### src/rtl/wb_arb_pkg.sv
// Shared types and helpers for the Wishbone memory arbiter.
// State encoding plus small index-arithmetic helpers used by the top and the round-robin picker.
package wb_arb_pkg;

    typedef enum logic [1:0] {IDLE, GRANT, DRAIN} arb_state_t;

    // Index width that stays legal for a single master.
    function automatic int idx_width(input int n);
        return (n > 1) ? $clog2(n) : 1;
    endfunction

    function automatic int wrap_add(input int a, input int b, input int n);
        return (a + b) % n;
    endfunction

endpackage

### src/rtl/rr_arbiter.sv
// Combinational round-robin picker: first requester at or after the pointer, wrapping mod N.
// Produces one-hot grant, binary index and a valid flag.
module rr_arbiter
    import wb_arb_pkg::*;
#(
    parameter int N  = 2,
    parameter int IW = idx_width(N)
) (
    input  logic [N-1:0]  req,
    input  logic [IW-1:0] ptr,
    output logic [N-1:0]  gnt,
    output logic [IW-1:0] idx,
    output logic          valid
);

    // NOTE: every output gets a default before the search loop, so no path leaves one unassigned (no latch).
    always_comb begin
        gnt   = '0;
        idx   = '0;
        valid = 1'b0;
        for (int i = 0; i < N; i++) begin
            if (!valid && req[wrap_add(int'(ptr), i, N)]) begin
                valid                               = 1'b1;
                gnt[wrap_add(int'(ptr), i, N)]      = 1'b1;
                idx                                 = IW'(wrap_add(int'(ptr), i, N));
            end
        end
    end

endmodule

### src/rtl/wb_mem_arbiter.sv
// N-master pipelined Wishbone arbiter in front of a single memory slave.
// Round-robin grant held for a whole bus cycle; a bounded counter tracks issued-but-unanswered requests.
module wb_mem_arbiter
    import wb_arb_pkg::*;
#(
    parameter int NUM_MASTERS     = 2,
    parameter int AW              = 12,
    parameter int MAX_OUTSTANDING = 4
) (
    input  logic                      cpu_clock_i,
    input  logic                      cpu_reset_ni,
    input  logic [NUM_MASTERS-1:0]    m_cyc_i,
    input  logic [NUM_MASTERS-1:0]    m_stb_i,
    input  logic [NUM_MASTERS-1:0]    m_we_i,
    input  logic [NUM_MASTERS*AW-1:0] m_adr_i,
    input  logic [NUM_MASTERS*32-1:0] m_dat_i,
    input  logic [NUM_MASTERS*4-1:0]  m_sel_i,
    output logic [NUM_MASTERS-1:0]    m_stall_o,
    output logic [NUM_MASTERS-1:0]    m_ack_o,
    output logic [NUM_MASTERS-1:0]    m_err_o,
    output logic [31:0]               m_dat_o,
    output logic                      s_cyc_o,
    output logic                      s_stb_o,
    output logic                      s_we_o,
    output logic [AW-1:0]             s_adr_o,
    output logic [31:0]               s_dat_o,
    output logic [3:0]                s_sel_o,
    input  logic                      s_stall_i,
    input  logic                      s_ack_i,
    input  logic                      s_err_i,
    input  logic [31:0]               s_dat_i
);

    localparam int IDXW = idx_width(NUM_MASTERS);
    localparam int CNTW = $clog2(MAX_OUTSTANDING + 1);
    localparam logic [CNTW-1:0] CNT_MAX = CNTW'(MAX_OUTSTANDING);
    localparam logic [CNTW-1:0] CNT_ONE = CNTW'(1);

    arb_state_t             state, state_next;
    logic [IDXW-1:0]        owner, rr_ptr;
    logic [NUM_MASTERS-1:0] owner_oh;
    logic [CNTW-1:0]        outstanding, outstanding_next;
    logic [NUM_MASTERS-1:0] arb_gnt;
    logic [IDXW-1:0]        arb_idx;
    logic                   arb_valid;
    logic                   full, owner_cyc, issue, retire, drained;

    rr_arbiter #(.N(NUM_MASTERS), .IW(IDXW)) u_rr (
        .req   (m_cyc_i),
        .ptr   (rr_ptr),
        .gnt   (arb_gnt),
        .idx   (arb_idx),
        .valid (arb_valid)
    );

    assign full      = (outstanding == CNT_MAX);
    assign owner_cyc = m_cyc_i[owner];

    assign s_we_o  = m_we_i[owner];
    assign s_adr_o = m_adr_i[owner*AW +: AW];
    assign s_dat_o = m_dat_i[owner*32 +: 32];
    assign s_sel_o = m_sel_i[owner*4 +: 4];
    assign m_dat_o = s_dat_i;

    // A response with nothing outstanding is spurious and must not underflow the count.
    assign issue   = s_stb_o & ~s_stall_i;
    assign retire  = (s_ack_i | s_err_i) & (outstanding != '0);
    assign drained = (outstanding == '0) | ((outstanding == CNT_ONE) & retire);

    always_comb begin
        outstanding_next = outstanding;
        if (issue && !retire)
            outstanding_next = outstanding + CNT_ONE;
        else if (retire && !issue)
            outstanding_next = outstanding - CNT_ONE;
    end

    always_comb begin
        state_next = state;
        s_cyc_o    = 1'b0;
        s_stb_o    = 1'b0;
        m_stall_o  = '1;
        m_ack_o    = '0;
        m_err_o    = '0;
        unique case (state)
            IDLE: begin
                if (arb_valid)
                    state_next = GRANT;
            end
            GRANT: begin
                s_cyc_o   = 1'b1;
                // Full stall uses the registered count, even when an ack lands this cycle.
                s_stb_o   = owner_cyc & m_stb_i[owner] & ~full;
                m_stall_o = ~owner_oh | {NUM_MASTERS{s_stall_i | full}};
                m_ack_o   = owner_oh & {NUM_MASTERS{s_ack_i}};
                m_err_o   = owner_oh & {NUM_MASTERS{s_err_i}};
                if (!owner_cyc)
                    state_next = (outstanding == '0) ? IDLE : DRAIN;
            end
            DRAIN: begin
                s_cyc_o = 1'b1;
                if (drained)
                    state_next = IDLE;
            end
            default: state_next = IDLE;
        endcase
    end

    // NOTE: sequential state uses non-blocking assignments so every register samples pre-edge values.
    always_ff @(posedge cpu_clock_i) begin
        if (!cpu_reset_ni) begin
            state       <= IDLE;
            owner       <= '0;
            owner_oh    <= '0;
            rr_ptr      <= '0;
            outstanding <= '0;
        end else begin
            state       <= state_next;
            outstanding <= outstanding_next;
            if (state == IDLE && arb_valid) begin
                owner    <= arb_idx;
                owner_oh <= arb_gnt;
            end
            if (state == GRANT && !owner_cyc)
                rr_ptr <= IDXW'(wrap_add(int'(owner), 1, NUM_MASTERS));
        end
    end

endmodule
### config.mk
export PLATFORM = sky130hd
export DESIGN_NAME = wb_mem_arbiter
export DESIGN_NICKNAME = d
export VERILOG_FILES = /design/src/rtl/wb_arb_pkg.sv /design/src/rtl/rr_arbiter.sv /design/src/rtl/wb_mem_arbiter.sv
export SDC_FILE = /design/constraint.sdc
export NUM_CORES = 1
export LEC_CHECK = 0
export ABC_CLOCK_PERIOD_IN_PS = 2400
export CAP_MARGIN = 20
export CORE_AREA = 3 3 88 90
export CTS_CLUSTER_DIAMETER = 30
export DETAILED_ROUTE_END_ITERATION = 10
export DIE_AREA = 0 0 91 93
export GPL_TIMING_DRIVEN = 0
export PLACE_DENSITY = 0.74
export SYNTH_ARGS = -nofsm -noshare
export SYNTH_HDL_FRONTEND = slang
export SYNTH_SLANG_ARGS = --single-unit
export TNS_END_PERCENT = 10
### constraint.sdc
create_clock -name cpu_clock_i -period 2.4 [get_ports cpu_clock_i]
set_input_delay 0.48 -clock cpu_clock_i [delete_from_list [all_inputs] [get_ports cpu_clock_i]]
set_output_delay 0.48 -clock cpu_clock_i [all_outputs]
set_load 0.02 [all_outputs]
==> flow_summary.json, run 1 <==
{
  "skew_ns": 0.00219,
  "setup_violations": 0,
  "dieArea_um2": 8460,
  "synth_top_cell_by_area": "mux2_2",
  "worst_slew_pin_slew_ns": 0.389,
  "p_int_mw": 1.06,
  "avgSynthCellArea_um2": 8.79,
  "p_clk_share_pct": 10.5,
  "postPlaceCellArea_um2": 3510,
  "die_x_um": 91,
  "arrival_ns": 1.85,
  "detail-route-antenna-nets": 0,
  "clockBufferDepth": 2,
  "fill_cells": 679,
  "slew_viol_final": 0,
  "rsz0062_at_grt": "no",
  "ir_worst_vdd_v": 0.000324,
  "dr.pass1.iters": 4,
  "core_area_um2": 7140,
  "grt-ovfl-total": 0,
  "synth-seq-area-share_pct": 12.5,
  "required_ns": 1.92,
  "startpoint_type": "flop",
  "grt_use_total_pct": 14.7,
  "ys_seq_elements": 9,
  "synth_fp_nets": 311,
  "numPortBuffers": 194,
  "critPathCaptureType": "primary output",
  "critical_path.max_fanout": 10,
  "post-cts-setup-buffers": 0,
  "drt-initial-drc-count": 11,
  "die_h_um": 93,
  "synth.cell_area_um2": 1440,
  "period_share_pct": 97.0,
  "drt_wl_total_um": 6880,
  "io_pins": 228,
  "cts_max_level": 1,
  "yosysUniqueCellTypes": 28,
  "setup_slack_ns": 0.0720,
  "gp_congestion": 0.765,
  "max_slew_margin_pct": 74.0,
  "cts_sinks": 9,
  "grt_start_max_net_pins": 11,
  "viasPerCell": 4.14,
  "switching_share_pct": 39.8,
  "stdcell_area_um2": 3560,
  "drc": 0,
  "grt_pass1_vias": 1986,
  "yosys.area.top_type_share_pct": 38.3,
  "yosysWarnings": 0,
  "final_cell_mix": "193 x clkdlybuf4s50_1, 49 x mux2_2, 33 x buf_4",
  "period_needed_ns": 2.33,
  "synth_cells": 164,
  "ys_top_cells_by_area": "mux2_2 38%, buf_4 17%, dfxtp_1 13%, ha_1 6.9%, a21oi_1 3.1%",
  "layout.nets": 510,
  "maxCapViolations": 0,
  "clk_pin_slew_ns": 0.05,
  "initial_core_util_pct": 20.2,
  "p_comb_share_pct": 76.4,
  "r2r_start": "outstanding[0]",
  "p_leak_nw": 1.43,
  "crit_start": "owner",
  "diodes": 0,
  "layout_commonest_cell": "clkdlybuf4s50_1",
  "path_class": "flop to primary output",
  "area_growth_pct": 147,
  "status": "finished clean",
  "vias": 1908,
  "tritoncts": "done",
  "hold_start": "state[1]",
  "postLayoutCoreUtil_pct": 49.9,
  "cts_buffers": 3,
  "hold_slack_ns": 0.492,
  "hold_class": "flop to flop",
  "grt_pass1_wl_um": 10200,
  "antenna_found_initial": 0,
  "insertion_delay_ns": 0.24,
  "drive_gt1_share_pct": 26.0,
  "holdBufCountCts": 0,
  "power_density_nw_per_um2": 493,
  "dp_hpwl_um": 5940,
  "p_switching_uw": 699,
  "cts_root_buf": "clkbuf_8",
  "routedWlPerCell_um": 14.9,
  "place_ws_ns": -0.352,
  "p_seq_share_pct": 13.1,
  "rows": 31,
  "hold_viol_final": 0,
  "finalSetupTns_ns": 0,
  "clock.fmax_mhz": 430
}
[per-stage QoR]
step                total power [mW]  cells
finish                          1.76    461
global route                    1.87    461
CTS                             1.77    461
detailed placement              1.57    457
global placement                1.56    457
floorplan                      0.965    164
[state kept, by name (all words and copies together), names as in the netlist]
name,flops
outstanding,3
state,2
rr_ptr,1
owner,1
owner_oh,2
[metal layers]
layer / GRT usage, % / up-vias / routed length [um]
met3: 4.02 / 7 / 654
met1: 17.0 / 840 / 2700
met2: 27.0 / 127 / 3450
met4: 3.52 / 0 / 82
met5: 0 / - / 0
li1: - / 934 / -
[logic make-up after synthesis]
group | share of synthesized area (%)
buffers and inverters | 21.5
flip-flops | 12.5
multiplexers | 40.0
AO/OA/AOI/OAI | 7.38
AND/OR/NAND/NOR | 10.4
adder cells (fa/ha/maj) | 6.94
XOR/XNOR | 1.22
[power groups by stage]
stage | registers [mW] | clock network, mW | logic, mW
global route | 0.236 | 0.194 | 1.44
global placement | 0.231 | 0 | 1.33
finish | 0.230 | 0.184 | 1.34
CTS | 0.230 | 0.190 | 1.35
detailed placement | 0.233 | 0 | 1.33
floorplan | 0.223 | 0 | 0.743
[cells in the mapped netlist]
master and count:
nand3_1 3, a21boi_0 1, xnor2_1 1, o22ai_1 1, xor2_1 1, o21a_1 1
buf_6 1, or3_1 1, and3_1 6, dfxtp_1 9, buf_4 32, mux2i_1 1
mux2_4 1, inv_1 7, ha_1 8, and2_1 2, buf_2 5, nand4_1 1
mux2_2 49, nand2b_1 2, nor2_1 2, o221a_1 1, o311ai_1 1, clkbuf_1 2
o21ai_0 4, nor2b_1 3, nand2_1 9, a21oi_1 9
[worst max-delay path, stage by stage (launching register included)]
cell             delay, ns
dfxtp_1               0.32
buf_6                 0.14
buf_4                 0.19
mux2_2                0.40
clkdlybuf4s50_1       0.56
[worst paths after layout]
kind         slack, ns  depth (start not counted)              to
max reg2reg       0.40                          7  outstanding[2]
min reg2reg       0.49                          2        state[1]
min               0.49                          2        state[1]
max               0.07                          4      s_dat_o[2]
[repair_timing]
item,4_1_cts,5_1_grt
gates cloned,0,0
resized for setup,4,8
endpoints found under the setup margin,7,34
[final cells by class]
| class | instances | area (um^2) | share of cell area [%] |
|---|---|---|---|
| Timing Repair Buffer | 194 | 1940 | 54.3 |
| Buffer | 40 | 298 | 8.35 |
| Sequential cell | 9 | 180 | 5.05 |
| Clock buffer | 4 | 45.0 | 1.26 |
| Inverter | 7 | 26.3 | 0.737 |
| Multi-Input combinational cell | 108 | 955 | 26.8 |
| Tap cell | 99 | 124 | 3.47 |
Note: power is estimated with default switching activity, not from simulation.
==> inputs of run 2 (changes only) <==
- MAX_ROUTING_LAYER: unset -> met4
==> run 2 against run 1 <==
  * Worst setup slack got worse by 0.0041 ns
  * Total power is essentially flat
  * Critical path depth unchanged
  * Fmax shrank 0.18%
  * Sequential share of layout area did not move
  * Largest power group unchanged
  * Highest routed layer unchanged
==> flow_summary.json, run 2 (synthesis results as in run 1) <==
{
  "p_leak_nw": 1.43,
  "dp_hpwl_um": 5940,
  "io_pins": 228,
  "critPathCaptureType": "primary output",
  "worst_slew_pin_slew_ns": 0.389,
  "die_x_um": 91,
  "grt_pass1_vias": 1986,
  "path_delay_family": "buffers and inverters",
  "required_ns": 1.92,
  "place_ws_ns": -0.352,
  "power_density_nw_per_um2": 493,
  "place_inst": 457,
  "status": "finished clean",
  "detail-route-antenna-nets": 0,
  "area_growth_pct": 147,
  "postLayoutCoreUtil_pct": 49.9,
  "layout_commonest_cell": "clkdlybuf4s50_1",
  "grt_start_max_net_pins": 11,
  "insertion_delay_ns": 0.24,
  "initial_core_util_pct": 20.2,
  "top_regs": "outstanding: 3 flops, owner_oh: 2 flops, state: 2 flops",
  "skew_ns": 0.00219,
  "routedWlPerCell_um": 14.9,
  "slowest_delay_ns": 0.57,
  "rsz0062_at_grt": "no",
  "hold_viol_final": 0,
  "drc": 0,
  "reg2regPathDepth": 7,
  "dieArea_um2": 8460,
  "critPathBufInv": 3,
  "maxCapViolations": 0,
  "die_h_um": 93,
  "max_slew_margin_pct": 74.0,
  "grt_pass1_wl_um": 10200,
  "hold_class": "flop to flop",
  "cts_sinks": 9,
  "grt-ovfl-total": 0,
  "largest_reg_flops": 3,
  "arrival_ns": 1.85,
  "cts_root_buf": "clkbuf_8",
  "rows": 31,
  "numPortBuffers": 194,
  "setup_violations": 0,
  "period_share_pct": 97.2,
  "final_cell_mix": "193 x clkdlybuf4s50_1, 49 x mux2_2, 33 x buf_4",
  "path_cells": "buf_6 -> buf_4 -> mux2_2 -> clkdlybuf4s50_1",
  "core_area_um2": 7140,
  "hold_depth": 2,
  "clk_pin_slew_ns": 0.05,
  "critical_path.max_fanout": 10,
  "largest-register": "outstanding",
  "hold_start": "state[1]",
  "gp_congestion": 0.776,
  "cts_max_level": 1,
  "tritoncts": "done",
  "finalSetupTns_ns": 0,
  "crit_cells": 4,
  "min_to": "state[1]",
  "ir_worst_vdd_v": 0.000324,
  "clock.fmax_mhz": 429,
  "dr.pass1.iters": 4,
  "holdBufCountCts": 0,
  "path_class": "flop to primary output",
  "final_cells": 461,
  "post-cts-setup-buffers": 0,
  "layout.nets": 510,
  "setup_slack_ns": 0.0678,
  "startpoint_type": "flop",
  "drive_gt1_share_pct": 26.0,
  "r2r_start": "outstanding[0]",
  "rrSetupSlack_ns": 0.40,
  "slew_viol_final": 0,
  "antenna_found_initial": 0,
  "crit_path_top_delay_cell": "clkdlybuf4s50_1",
  "viasPerCell": 4.15,
  "rr_endpoint": "outstanding[2]",
  "clockBufferDepth": 2,
  "grt_use_total_pct": 15.1,
  "drt_wl_total_um": 6880,
  "cts_buffers": 3,
  "drt-initial-drc-count": 11,
  "diodes": 0,
  "vias": 1914,
  "period_needed_ns": 2.33
}
run 2: cell counts in the layout (fill, tap and decap cells not counted):
No cell type changed its count.
run 2: worst register-to-register path, cell delays in order (launching register included):
cell and delay (ns):
dfxtp_1 0.39, inv_1 0.09, ha_1 0.24, a21oi_2 0.20, and3_1 0.20, ha_1 0.28
or3_1 0.37, a21boi_0 0.16
run 2: area by class of cell:
class / instances / area, um^2
multi-input combinational: 108 / 955
sequential: 9 / 180
tap: 99 / 124
inverter: 7 / 26.3
timing repair buffer: 194 / 1940
buffer: 40 / 298
fill: 679 / 3570
clock buffer: 4 / 45.0
run 2: how the worst max path moves through the flow:
| stage | startpoint | to | slack, ns |
|---|---|---|---|
| 2_1_floorplan | outstanding[0] | outstanding[2] | 0.54 |
| 3_3_place_gp | m_cyc_i[0] | s_stb_o | -0.35 |
| 3_5_place_dp | m_cyc_i[0] | s_stb_o | -0.35 |
| 4_1_cts | owner | s_dat_o[29] | 0.01 |
| 5_1_grt | state[1] | m_err_o[0] | 0.0009 |
| 6_report | owner | s_dat_o[2] | 0.07 |
run 2: repair_timing:
action                                  in CTS  in global routing
endpoints found under the setup margin       7                 34
gates resized for setup                      4                  8
gates cloned                                 0                  0
run 2: metrics by stage:
stage | cell area [um^2] | hold WS, ns | power (mW)
CTS | 3550 | 0.494 | 1.77
finish | 3560 | 0.492 | 1.76
global placement | 3510 | 0.478 | 1.56
detailed placement | 3510 | 0.488 | 1.57
floorplan | 1440 | 0.463 | 0.965
global route | 3560 | 0.517 | 1.87
run 2: report_power, final:
group	internal, mW	switching (mW)	total (mW)
sequential	0.194	0.0362	0.230
clock	0.116	0.0675	0.184
combinational	0.747	0.595	1.34
run 2: per-layer routing:
metal,vias up,share of wire [%],GRT usage (%)
met5,-,0,-
met4,0,1.2,3.52
met3,9,8.9,3.54
met2,127,50,27.0
met1,844,40,17.3
li1,934,-,-
